--- config.mk ---
export PLATFORM = sky130hd
export DESIGN_NAME = wr_fram_pack_flat
export DESIGN_NICKNAME = d
export VERILOG_FILES = /design/src/rtl/wr_fram_pack_pkg.sv /design/src/rtl/wr_fram_pack_if.sv /design/src/rtl/wr_fram_pack_packer.sv /design/src/rtl/wr_fram_pack.sv /design/src/flat_wrapper.sv
export SDC_FILE = /design/constraint.sdc
export NUM_CORES = 1
export LEC_CHECK = 0
export BUFFER_PORTS_ARGS = -buffer_cell sky130_fd_sc_hd__buf_2
export CAP_MARGIN = 10
export CORE_ASPECT_RATIO = 2
export CORE_MARGIN = 5
export CORE_UTILIZATION = 60
export CTS_BUF_LIST = sky130_fd_sc_hd__clkbuf_16
export CTS_CLUSTER_SIZE = 16
export DETAILED_ROUTE_END_ITERATION = 12
export PLACE_DENSITY = 0.91
export SLEW_MARGIN = 20
export SYNTH_ARGS = -nofsm -noshare
export SYNTH_HDL_FRONTEND = slang
export SYNTH_SLANG_ARGS = --single-unit
--- constraint.sdc ---
create_clock -name wr_clk -period 32.4 [get_ports wr_clk]
set_clock_uncertainty 0.2 [all_clocks]
set_input_delay 4.86 -clock wr_clk [delete_from_list [all_inputs] [get_ports wr_clk]]
set_output_delay 4.86 -clock wr_clk [all_outputs]
set_load 0.01 [all_outputs]
--- src/rtl/wr_fram_pack_pkg.sv ---
// Shared definitions for the video frame-buffer write packer and its read-side twin.
// Holds the request FSM encoding and the default buffer/DDR geometry.
package wr_fram_pack_pkg;

  localparam int PIX_PER_WORD        = 4;
  localparam int DEF_PIX_WIDTH       = 32;
  localparam int DEF_WORD_WIDTH      = PIX_PER_WORD * DEF_PIX_WIDTH;
  localparam int DEF_BUF_ADDR_WIDTH  = 10;
  localparam int DEF_DDR_ADDR_WIDTH  = 28;
  localparam int DEF_BURST_LEN       = 16;
  localparam int DEF_FRAME_WORDS     = 230400;

  typedef enum logic [1:0] {
    ST_IDLE = 2'd0,
    ST_REQ  = 2'd1,
    ST_WAIT = 2'd2
  } fsm_st_e;

endpackage

--- src/rtl/wr_fram_pack_if.sv ---
// Pixel input, line-buffer write port and DDR burst-request handshake of wr_fram_pack.
// The packer itself is the slave; the pixel source / engine side is the master.
interface wr_fram_pack_if import wr_fram_pack_pkg::*; #(
  parameter int PIX_WIDTH      = DEF_PIX_WIDTH,
  parameter int WORD_WIDTH     = DEF_WORD_WIDTH,
  parameter int BUF_ADDR_WIDTH = DEF_BUF_ADDR_WIDTH,
  parameter int DDR_ADDR_WIDTH = DEF_DDR_ADDR_WIDTH
) ();

  logic                      vs_in;
  logic                      pix_vld;
  logic [PIX_WIDTH-1:0]      pix_data;
  logic                      buf_wr_en;
  logic [BUF_ADDR_WIDTH-1:0] buf_wr_addr;
  logic [WORD_WIDTH-1:0]     buf_wr_data;
  logic                      burst_req;
  logic [BUF_ADDR_WIDTH-1:0] burst_buf_addr;
  logic [DDR_ADDR_WIDTH-1:0] burst_ddr_addr;
  logic                      burst_ack;
  logic                      burst_done;
  logic                      overflow;

  modport slave (
    input  vs_in, pix_vld, pix_data, burst_ack, burst_done,
    output buf_wr_en, buf_wr_addr, buf_wr_data,
           burst_req, burst_buf_addr, burst_ddr_addr, overflow
  );

  modport master (
    output vs_in, pix_vld, pix_data, burst_ack, burst_done,
    input  buf_wr_en, buf_wr_addr, buf_wr_data,
           burst_req, burst_buf_addr, burst_ddr_addr, overflow
  );

endinterface

--- src/rtl/wr_fram_pack_packer.sv ---
// Lane counter and assembly register: gathers PIX_PER_WORD pixels into one word.
// word_o/word_vld_o are combinational in the cycle the last pixel arrives.
module wr_fram_pack_packer import wr_fram_pack_pkg::*; #(
  parameter int PIX_WIDTH  = DEF_PIX_WIDTH,
  parameter int WORD_WIDTH = DEF_WORD_WIDTH
) (
  input  logic                  wr_clk,
  input  logic                  wr_rst,
  input  logic                  vs_i,
  input  logic                  pix_vld_i,
  input  logic [PIX_WIDTH-1:0]  pix_data_i,
  output logic [WORD_WIDTH-1:0] word_o,
  output logic                  word_vld_o
);

  localparam int LW = $clog2(PIX_PER_WORD);

  logic [LW-1:0]                          lane_q;
  logic [LW-1:0]                          lane;
  logic [PIX_PER_WORD-2:0][PIX_WIDTH-1:0] asm_q;

  // A frame start restarts packing; a pixel in that same cycle is lane 0.
  assign lane       = vs_i ? '0 : lane_q;
  assign word_vld_o = pix_vld_i && (lane == LW'(PIX_PER_WORD - 1));
  assign word_o     = {pix_data_i, asm_q};

  always_ff @(posedge wr_clk or posedge wr_rst) begin
    if (wr_rst) begin
      lane_q <= '0;
      asm_q  <= '0;
    end else begin
      if (pix_vld_i) lane_q <= lane + LW'(1);
      else if (vs_i) lane_q <= '0;
      for (int g = 0; g < PIX_PER_WORD - 1; g++)
        if (pix_vld_i && (lane == LW'(g))) asm_q[g] <= pix_data_i;
    end
  end

endmodule

--- src/rtl/wr_fram_pack.sv ---
// Write-side frame buffer packer: packs pixels into line-buffer words and hands
// completed BURST_LEN-word chunks to the DDR write engine, one burst at a time.
module wr_fram_pack import wr_fram_pack_pkg::*; #(
  parameter int PIX_WIDTH      = DEF_PIX_WIDTH,
  parameter int WORD_WIDTH     = DEF_WORD_WIDTH,
  parameter int BUF_ADDR_WIDTH = DEF_BUF_ADDR_WIDTH,
  parameter int BURST_LEN      = DEF_BURST_LEN,
  parameter int DDR_ADDR_WIDTH = DEF_DDR_ADDR_WIDTH,
  parameter int FRAME_WORDS    = DEF_FRAME_WORDS
) (
  input  logic           wr_clk,
  input  logic           wr_rst,
  wr_fram_pack_if.slave  bus
);

  localparam int CW = BUF_ADDR_WIDTH + 1;
  localparam logic [CW-1:0]             DEPTH    = {1'b1, {BUF_ADDR_WIDTH{1'b0}}};
  localparam logic [CW-1:0]             BL_CNT   = CW'(BURST_LEN);
  localparam logic [BUF_ADDR_WIDTH-1:0] BL_ADDR  = BUF_ADDR_WIDTH'(BURST_LEN);
  localparam logic [DDR_ADDR_WIDTH-1:0] DDR_STEP = DDR_ADDR_WIDTH'(BURST_LEN);
  localparam logic [DDR_ADDR_WIDTH-1:0] DDR_LAST = DDR_ADDR_WIDTH'(FRAME_WORDS - BURST_LEN);

  logic [WORD_WIDTH-1:0]     word;
  logic                      word_vld;

  fsm_st_e                   state_q;
  logic [BUF_ADDR_WIDTH-1:0] wr_ptr_q, wr_ptr_d, req_ptr_q;
  logic [CW-1:0]             occ_q, occ_d, pend_q, pend_d;
  logic [DDR_ADDR_WIDTH-1:0] ddr_addr_q;
  logic                      resync_q;

  logic                      buf_wr_en_q;
  logic [BUF_ADDR_WIDTH-1:0] buf_wr_addr_q;
  logic [WORD_WIDTH-1:0]     buf_wr_data_q;
  logic                      burst_req_q;
  logic [BUF_ADDR_WIDTH-1:0] burst_buf_addr_q;
  logic [DDR_ADDR_WIDTH-1:0] burst_ddr_addr_q;
  logic                      overflow_q;

  logic ack_fire, done_fire, discard, wr_ok, drop;

  wr_fram_pack_packer #(
    .PIX_WIDTH  (PIX_WIDTH),
    .WORD_WIDTH (WORD_WIDTH)
  ) u_packer (
    .wr_clk     (wr_clk),
    .wr_rst     (wr_rst),
    .vs_i       (bus.vs_in),
    .pix_vld_i  (bus.pix_vld),
    .pix_data_i (bus.pix_data),
    .word_o     (word),
    .word_vld_o (word_vld)
  );

  // Slots freed by a burst_done in the same cycle are usable by the arriving word.
  // A frame restart rewinds the write pointer to the first unrequested word,
  // immediately in IDLE or once the outstanding burst has been retired.
  always_comb begin
    ack_fire  = (state_q == ST_REQ)  && bus.burst_ack;
    done_fire = (state_q == ST_WAIT) && bus.burst_done;
    discard   = ((state_q == ST_IDLE) && bus.vs_in) ||
                (done_fire && (resync_q || bus.vs_in));
    wr_ok     = word_vld && ((occ_q != DEPTH) || done_fire);
    drop      = word_vld && !wr_ok;

    wr_ptr_d = wr_ptr_q;
    if (discard)    wr_ptr_d = req_ptr_q;
    else if (wr_ok) wr_ptr_d = wr_ptr_q + BUF_ADDR_WIDTH'(1);

    occ_d = occ_q + {{(CW-1){1'b0}}, wr_ok} - (done_fire ? BL_CNT : '0);

    pend_d = pend_q + {{(CW-1){1'b0}}, wr_ok} - (ack_fire ? BL_CNT : '0);
    if (discard) pend_d = '0;
  end

  always_ff @(posedge wr_clk or posedge wr_rst) begin
    if (wr_rst) begin
      wr_ptr_q      <= '0;
      occ_q         <= '0;
      pend_q        <= '0;
      buf_wr_en_q   <= 1'b0;
      buf_wr_addr_q <= '0;
      buf_wr_data_q <= '0;
      overflow_q    <= 1'b0;
    end else begin
      wr_ptr_q    <= wr_ptr_d;
      occ_q       <= occ_d;
      pend_q      <= pend_d;
      buf_wr_en_q <= wr_ok;
      if (wr_ok) begin
        buf_wr_addr_q <= wr_ptr_q;
        buf_wr_data_q <= word;
      end
      if (bus.vs_in)  overflow_q <= 1'b0;
      else if (drop)  overflow_q <= 1'b1;
    end
  end

  always_ff @(posedge wr_clk or posedge wr_rst) begin
    if (wr_rst) begin
      state_q          <= ST_IDLE;
      req_ptr_q        <= '0;
      ddr_addr_q       <= '0;
      resync_q         <= 1'b0;
      burst_req_q      <= 1'b0;
      burst_buf_addr_q <= '0;
      burst_ddr_addr_q <= '0;
    end else begin
      case (state_q)
        ST_IDLE: begin
          if (!bus.vs_in && (pend_q >= BL_CNT)) begin
            state_q          <= ST_REQ;
            burst_req_q      <= 1'b1;
            burst_buf_addr_q <= req_ptr_q;
            burst_ddr_addr_q <= ddr_addr_q;
          end
        end
        ST_REQ: begin
          if (bus.burst_ack) begin
            state_q     <= ST_WAIT;
            burst_req_q <= 1'b0;
            req_ptr_q   <= req_ptr_q + BL_ADDR;
            // After a frame restart the next frame must begin at DDR word 0.
            if (resync_q || bus.vs_in)     ddr_addr_q <= '0;
            else if (ddr_addr_q == DDR_LAST) ddr_addr_q <= '0;
            else                           ddr_addr_q <= ddr_addr_q + DDR_STEP;
          end
        end
        ST_WAIT: begin
          if (bus.burst_done) begin
            state_q  <= ST_IDLE;
            resync_q <= 1'b0;
          end
        end
        default: state_q <= ST_IDLE;
      endcase

      if (bus.vs_in) begin
        ddr_addr_q <= '0;
        resync_q   <= (state_q == ST_REQ) || ((state_q == ST_WAIT) && !bus.burst_done);
      end
    end
  end

  assign bus.buf_wr_en      = buf_wr_en_q;
  assign bus.buf_wr_addr    = buf_wr_addr_q;
  assign bus.buf_wr_data    = buf_wr_data_q;
  assign bus.burst_req      = burst_req_q;
  assign bus.burst_buf_addr = burst_buf_addr_q;
  assign bus.burst_ddr_addr = burst_ddr_addr_q;
  assign bus.overflow       = overflow_q;

endmodule

--- src/flat_wrapper.sv ---
// flat-port wrapper written by rule: the top's interface ports become plain ports
module wr_fram_pack_flat import wr_fram_pack_pkg::*;
#(
  parameter int PIX_WIDTH      = DEF_PIX_WIDTH,
  parameter int WORD_WIDTH     = DEF_WORD_WIDTH,
  parameter int BUF_ADDR_WIDTH = DEF_BUF_ADDR_WIDTH,
  parameter int BURST_LEN      = DEF_BURST_LEN,
  parameter int DDR_ADDR_WIDTH = DEF_DDR_ADDR_WIDTH,
  parameter int FRAME_WORDS    = DEF_FRAME_WORDS
)
  (wr_clk, wr_rst, bus_vs_in, bus_pix_vld, bus_pix_data, bus_burst_ack, bus_burst_done, bus_buf_wr_en, bus_buf_wr_addr, bus_buf_wr_data, bus_burst_req, bus_burst_buf_addr, bus_burst_ddr_addr, bus_overflow);
  wr_fram_pack_if #(.PIX_WIDTH(PIX_WIDTH), .WORD_WIDTH(WORD_WIDTH), .BUF_ADDR_WIDTH(BUF_ADDR_WIDTH), .DDR_ADDR_WIDTH(DDR_ADDR_WIDTH)) bus_i ();
  input  logic wr_clk;
  input  logic wr_rst;
  input wire logic [$bits(bus_i.vs_in)-1:0] bus_vs_in;
  input wire logic [$bits(bus_i.pix_vld)-1:0] bus_pix_vld;
  input wire logic [$bits(bus_i.pix_data)-1:0] bus_pix_data;
  input wire logic [$bits(bus_i.burst_ack)-1:0] bus_burst_ack;
  input wire logic [$bits(bus_i.burst_done)-1:0] bus_burst_done;
  output wire logic [$bits(bus_i.buf_wr_en)-1:0] bus_buf_wr_en;
  output wire logic [$bits(bus_i.buf_wr_addr)-1:0] bus_buf_wr_addr;
  output wire logic [$bits(bus_i.buf_wr_data)-1:0] bus_buf_wr_data;
  output wire logic [$bits(bus_i.burst_req)-1:0] bus_burst_req;
  output wire logic [$bits(bus_i.burst_buf_addr)-1:0] bus_burst_buf_addr;
  output wire logic [$bits(bus_i.burst_ddr_addr)-1:0] bus_burst_ddr_addr;
  output wire logic [$bits(bus_i.overflow)-1:0] bus_overflow;
  assign bus_i.vs_in = bus_vs_in;
  assign bus_i.pix_vld = bus_pix_vld;
  assign bus_i.pix_data = bus_pix_data;
  assign bus_i.burst_ack = bus_burst_ack;
  assign bus_i.burst_done = bus_burst_done;
  assign bus_buf_wr_en = bus_i.buf_wr_en;
  assign bus_buf_wr_addr = bus_i.buf_wr_addr;
  assign bus_buf_wr_data = bus_i.buf_wr_data;
  assign bus_burst_req = bus_i.burst_req;
  assign bus_burst_buf_addr = bus_i.burst_buf_addr;
  assign bus_burst_ddr_addr = bus_i.burst_ddr_addr;
  assign bus_overflow = bus_i.overflow;
  wr_fram_pack #(.PIX_WIDTH(PIX_WIDTH), .WORD_WIDTH(WORD_WIDTH), .BUF_ADDR_WIDTH(BUF_ADDR_WIDTH), .BURST_LEN(BURST_LEN), .DDR_ADDR_WIDTH(DDR_ADDR_WIDTH), .FRAME_WORDS(FRAME_WORDS)) u_core (.wr_clk(wr_clk), .wr_rst(wr_rst), .bus(bus_i));
endmodule
* Yosys cells after proc, flatten, opt, wreduce, memory -nomap -nowiden
Cells that the tools add are included.
** Operators by class
- Order comparisons :: 1
- Add/sub/neg operators :: 8
- Eq/ne operators :: 10
- Mux-type cells :: 24
- Reduce and logical (&&, ||, !) cells :: 34
** Operator list (count)
- 28-bit two-way mux :: 5
- 28-bit by 5-bit adder with 28-bit output (second input constant) :: 1
- 28-bit by 18-bit == test with 1-bit output (second input constant) :: 1
- 11-bit by 1-bit adder with 11-bit output :: 2
- 11-bit subtractor :: 2
- 10-bit two-way mux :: 2
- 2-bit nonzero test :: 7
- 1-bit logical AND :: 12
- 11-bit by 5-bit greater-or-equal comparator with 1-bit output (second input constant) :: 1
- 11-bit two-way mux :: 1
- 11-bit != test (second input constant) :: 1
- 10-bit by 1-bit adder with 10-bit output (second input constant) :: 1
- 10-bit by 5-bit adder with 10-bit output (second input constant) :: 1
- 2-bit two-way mux :: 5
- 5-bit two-way mux :: 2
- 2-bit AND reduction :: 4
- 1-bit two-way mux :: 7
- 2-bit == test (second input constant) :: 3
- 2-bit != test (second input constant) :: 3
- 2-bit case mux with 3 select lines :: 1
- 3-bit AND reduction :: 2
- 2-bit by 1-bit == test with 1-bit output (second input constant) :: 2
- 2-bit zero test :: 2
- 1-bit logical OR :: 4
- 3 further kinds :: 5
** Word-level totals
- Flip-flop bits (word level) :: 350
- Output and inout port bits :: 179
- Bits of input ports :: 38
- Logic and storage cells :: 95

* Longest topological paths before layout
- Word-level depth :: 8
- Mapped depth :: 15

* Hierarchy
A second synthesis with hierarchy kept.
** Unflattened totals
- Cell total of the unflattened synthesis :: 1355
- Area, all modules :: 14652.8 µm²
** By module, submodules not included
- wr_fram_pack :: instances 1, cells an instance 1106, area an instance 10565.1 µm²
- wr_fram_pack_packer :: instances 1, cells an instance 249, area an instance 4087.7 µm²

* Worst setup path before layout
No wires, ideal clock.
- Kind :: input -> register
- Start :: in bus_vs_in
- End :: reg u_core.pend_q[8]
- Library setup time :: 0.069 ns
- Setup slack :: 24.552 ns
- Stages on the path :: 13
- Required time :: 32.131 ns
- Buffers on the path :: 4
- Arrival :: 7.579 ns
- Cell sequence :: clkbuf_1 nor2b_1 ha_1 o311a_1 clkbuf_1 buf_2 buf_2 ha_1 nand2b_1 a221oi_1 o21a_1 or4b_2 nand3_1
** On the way
- Word-level cells in the longest chain between the ends :: 7
- Elaborated cells between the ends (all ways) :: 11
** RTL lines
- start: declaration :: line flat_wrapper.sv:15 : input wire logic [$bits(bus_i.vs_in)-1:0] bus_vs_in;
- 2-bit two-way mux
- 2-bit == test :: line wr_fram_pack_packer.sv:24 : assign word_vld_o = pix_vld_i && (lane == LW'(PIX_PER_WORD - 1));
- 1-bit logical AND :: line wr_fram_pack_packer.sv:24
- 1-bit logical AND :: line wr_fram_pack.sv:63 : wr_ok = word_vld && ((occ_q != DEPTH) || done_fire);
- named net u_core.wr_ok :: line wr_fram_pack.sv:40 : logic ack_fire, done_fire, discard, wr_ok, drop;
- 11-bit by 1-bit adder with 11-bit output :: line wr_fram_pack.sv:72 : pend_d = pend_q + {{(CW-1){1'b0}}, wr_ok} - (ack_fire ? BL_CNT : '0);
- 11-bit subtractor :: line wr_fram_pack.sv:72
- 11-bit two-way mux :: line wr_fram_pack.sv:73 : if (discard) pend_d = '0;
- named net u_core.pend_d[8] :: line wr_fram_pack.sv:28 : logic [CW-1:0] occ_q, occ_d, pend_q, pend_d;
- end signal: assignment :: line wr_fram_pack.sv:88 : pend_q <= pend_d;
- end: declaration :: line wr_fram_pack.sv:28
The timed path passes the listed nets, and every way through them passes these cells.
A chain may end at the register's enable or synchronous reset.

* Worst setup path after layout
- Start :: in bus_vs_in
- End :: reg u_core.occ_q[10]
** On the way
- Word-level cells in the longest chain between the ends :: 6
** RTL lines
- 2-bit two-way mux
- 2-bit == test :: line wr_fram_pack_packer.sv:24
- 1-bit logical AND :: line wr_fram_pack_packer.sv:24
- 1-bit logical AND :: line wr_fram_pack.sv:63
- 11-bit by 1-bit adder with 11-bit output :: line wr_fram_pack.sv:70 : occ_d = occ_q + {{(CW-1){1'b0}}, wr_ok} - (done_fire ? BL_CNT : '0);
- 11-bit subtractor :: line wr_fram_pack.sv:70
- named net u_core.occ_d[10] :: line wr_fram_pack.sv:28
- end signal: assignment :: line wr_fram_pack.sv:79 : occ_q <= '0;
- end signal: assignment :: line wr_fram_pack.sv:87 : occ_q <= occ_d;
- end: declaration :: line wr_fram_pack.sv:28
The timed path passes the listed nets, and every way through them passes these cells.

==> flow_summary.ini <==
[logic_synthesis]
ys_async_sr_fraction_pct = 100.0
synth_edf_count = 0
ys_ff_latch = 334
synth_cell_types = 63
synth_flop_cell = dfrtp_1
ys_warn_count = 0
syn_area_um2 = 14160
synth_area_per_cell_um2 = 13.73
seq_area_frac_synth_pct = 59.03
syn_inst = 1031

[detailed_routing]
first_pass_iters = 6
wire_per_inst_um = 19.65
wl_mm = 30.11
drtIter0Drc = 438
viasPerCell = 5.791
drc = 0
via_count = 8872
ant_nets = 0

[critical_path]
worstSetupPathType = input port to flop
cp-startpoint = bus_vs_in
cp.arrival_ns = 8.05
end_kind = flop
crit_fanout = 83
reg2reg_slack_ns = 28.40
path_buf_inv = 2
critPathSlowestCell = o311a_4
required_ns = 32.62
crit_chain = buf_2 > nor2b_1 > ha_1 > o311a_4 > ha_1 > inv_1 > ha_1 > o21bai_1 > a221oi_1 > a2bb2oi_1 > nor4_1 > a211o_1
cp-start-kind = input port
critPathTopFamily = compound AO/OA/AOI/OAI gates
r2r-end = u_core.pend_q[9]
r2r_cells = 9
reg2reg_from = u_core.occ_q[2]
cp_common_cell = ha_1
cpPeakStageDelay_ns = 0.94

[sta]
hold_viol_final = 0
period_share_pct = 24.14
relSlewSlack_pct = 27.09
setup_viol = 0
finalSetupTns_ns = 0
timing.hold.ws_ns = 0.2886
worst_pin_slew_ns = 1.094
rsz0062_at_grt = no
max_freq_mhz = 127.9
slew_viol_final = 0
fin_crit_ns = 7.821

[cts]
clockBufferDepth = 3
cts_root_buffer = clkbuf_16
post_cts_buffers = 0
post_cts_resized = 0
htreeDepth = 1
cts_hold_buf = 0
cts.clk_slew.worst_paths_ns = 0.07
cts_tree = yes
worstSkewPairLatency_ns = 0.54
clock-sinks = 334
numCtsBuffers = 28

[global_route]
overflow = 0
grt_max_degree = 197
first_global_vias = 9560
grt_first_pass_wirelength_mm = 49.17
grt.total_usage_pct = 22.48
grt_antenna_before_repair = 0

[placed_design]
io_buffer_count = 208
hpwl_mm = 20.98
place_area_um2 = 15420
place.gp.congestion = 0.8518

[flow_run]
drv_cap = 0

[floorplan]
die_h_um = 227.2
fp.dieW_um = 118.6
initial_utilization_pct = 60.70
die_area_um2 = 26960
coreArea_um2 = 23330
rows = 79
io-pin-count = 217

[final_layout]
drive_gt1_share_pct = 42.43
nNetsFinal = 1313
area_growth_pct = 15.45
fill_cells = 1561
n_antenna_cell = 0
fin_area_um2 = 16350
fin_util_pct = 70.07

[hold_path]
min-delay-start = u_core.bus.burst_ddr_addr[9]
hold_depth = 1
min_to = u_core.bus.burst_ddr_addr[9]
hold_class = flop to flop

[power_and_ir_drop]
leakagePower_uw = 0.008157
power_density_nw_per_um2 = 84.12
power_uw = 1375
ir_worst_vdd_uv = 57.14

[outcome]
status = finished, final reports clean
## placed cells by master (no fill, tap or decap), types with 4 or more instances in the layout
cell and count:
dfrtp_1 334, mux2_2 263, buf_2 208, ha_1 45, inv_1 40, nor2_1 38
nand2_1 37, clkbuf_16 29, nand3_1 22, xnor2_1 21, o21ai_0 19, xor2_1 19
a21oi_1 13, and3_1 10, nor3_1 10, nand4_1 10, conb_1 8, nand2b_1 6
nor4_1 6, o31ai_1 6, or3_1 5, clkinv_2 5, clkinv_1 5, buf_4 5
nor2b_1 4, a21o_1 4, a211oi_1 4, or4_1 4, a31oi_1 4, and2_1 4
bufinv_16 4
## metrics by stage
stage / std cells / setup WS (ns)
2_1_floorplan: 1038 / 18.09
3_3_place_gp: 1483 / 24.16
3_5_place_dp: 1483 / 23.99
4_1_cts: 1532 / 24.58
5_1_grt: 1532 / 24.38
6_report: 1532 / 24.58
## metal layers
metal	vias up	wire (um)	global-route usage, %
met4	0	1288	10.41
li1	4022	-	-
met1	4504	10980	25.31
met2	267	16630	42.30
met5	-	0	0
met3	79	1202	2.710
## state kept, by name, indices dropped and copies added (netlist names)
name                       flops
u_core.bus.overflow            1
u_core.wr_ptr_q               10
u_core.pend_q                 11
u_core.occ_q                  11
u_core.u_packer.lane_q         2
u_core.req_ptr_q               6
u_core.bus.burst_ddr_addr     24
u_core.bus.buf_wr_data       128
u_core.state_q                 2
u_core.u_packer.word_o        96
u_core.ddr_addr_q             24
u_core.bus.buf_wr_en           1
u_core.resync_q                1
u_core.bus.buf_wr_addr        10
u_core.bus.burst_req           1
u_core.bus.burst_buf_addr      6
## final cells by class
cell class | instances | area, um2 | share of cell area, %
Inverter | 39 | 158.9 | 0.9721
Clock inverter | 20 | 202.7 | 1.240
Timing Repair Buffer | 214 | 1099 | 6.721
Sequential cell | 334 | 8358 | 51.13
Tap cell | 283 | 354.1 | 2.166
Clock buffer | 29 | 725.7 | 4.440
Multi-Input combinational cell | 613 | 5448 | 33.33
## cells by family (layout without fill, tap and decap cells)
family	count (synthesis)	in the layout	share of synthesized area, %
buf+inv	91	302	2.916
mux	267	267	21.21
other cells	1	8	0.02649
xor+xnor	40	40	2.474
simple gates	173	173	6.389
compound gates	80	80	3.977
fa+ha+maj	45	45	3.977
flops	334	334	59.03
## synthesized netlist by cell type (6+ instances only)
| cell type | count | area [um2] |
|---|---|---|
| mux2_2 | 263 | 2962 |
| nand3_1 | 22 | 110.1 |
| and3_1 | 10 | 62.56 |
| o31ai_1 | 6 | 45.04 |
| xnor2_1 | 21 | 183.9 |
| clkbuf_1 | 11 | 41.29 |
| a21oi_1 | 13 | 65.06 |
| nor2_1 | 38 | 142.6 |
| buf_2 | 17 | 85.08 |
| ha_1 | 45 | 563.0 |
| buf_4 | 8 | 60.06 |
| dfrtp_1 | 334 | 8358 |
| nand2b_1 | 6 | 37.54 |
| nand4_1 | 10 | 62.56 |
| nor4_1 | 6 | 37.54 |
| o21ai_0 | 19 | 95.09 |
| xor2_1 | 19 | 166.4 |
| nor3_1 | 11 | 55.05 |
| nand2_1 | 38 | 142.6 |
| buf_1 | 14 | 52.55 |
| inv_1 | 38 | 142.6 |
## where the power goes
part / leakage [uW] / total, uW / internal, uW / switching (uW)
combinational: 0.00338 / 422 / 202 / 220
clock: 0.000468 / 343 / 194 / 148
sequential: 0.00431 / 610 / 536 / 73.7
total: 0.00816 / 1370 / 933 / 442
## worst max path at each step
stage                                           end  slack [ns]  cells after the start
after global placement             u_core.occ_q[10]       24.16                     12
after detailed placement           u_core.occ_q[10]       23.99                     12
after CTS                          u_core.occ_q[10]       24.58                     12
after global routing               u_core.occ_q[10]       24.38                     12
after floorplan           u_core.bus.buf_wr_addr[0]       18.09                      1
final                              u_core.occ_q[10]       24.58                     12
(Power assumes the default switching activity.)
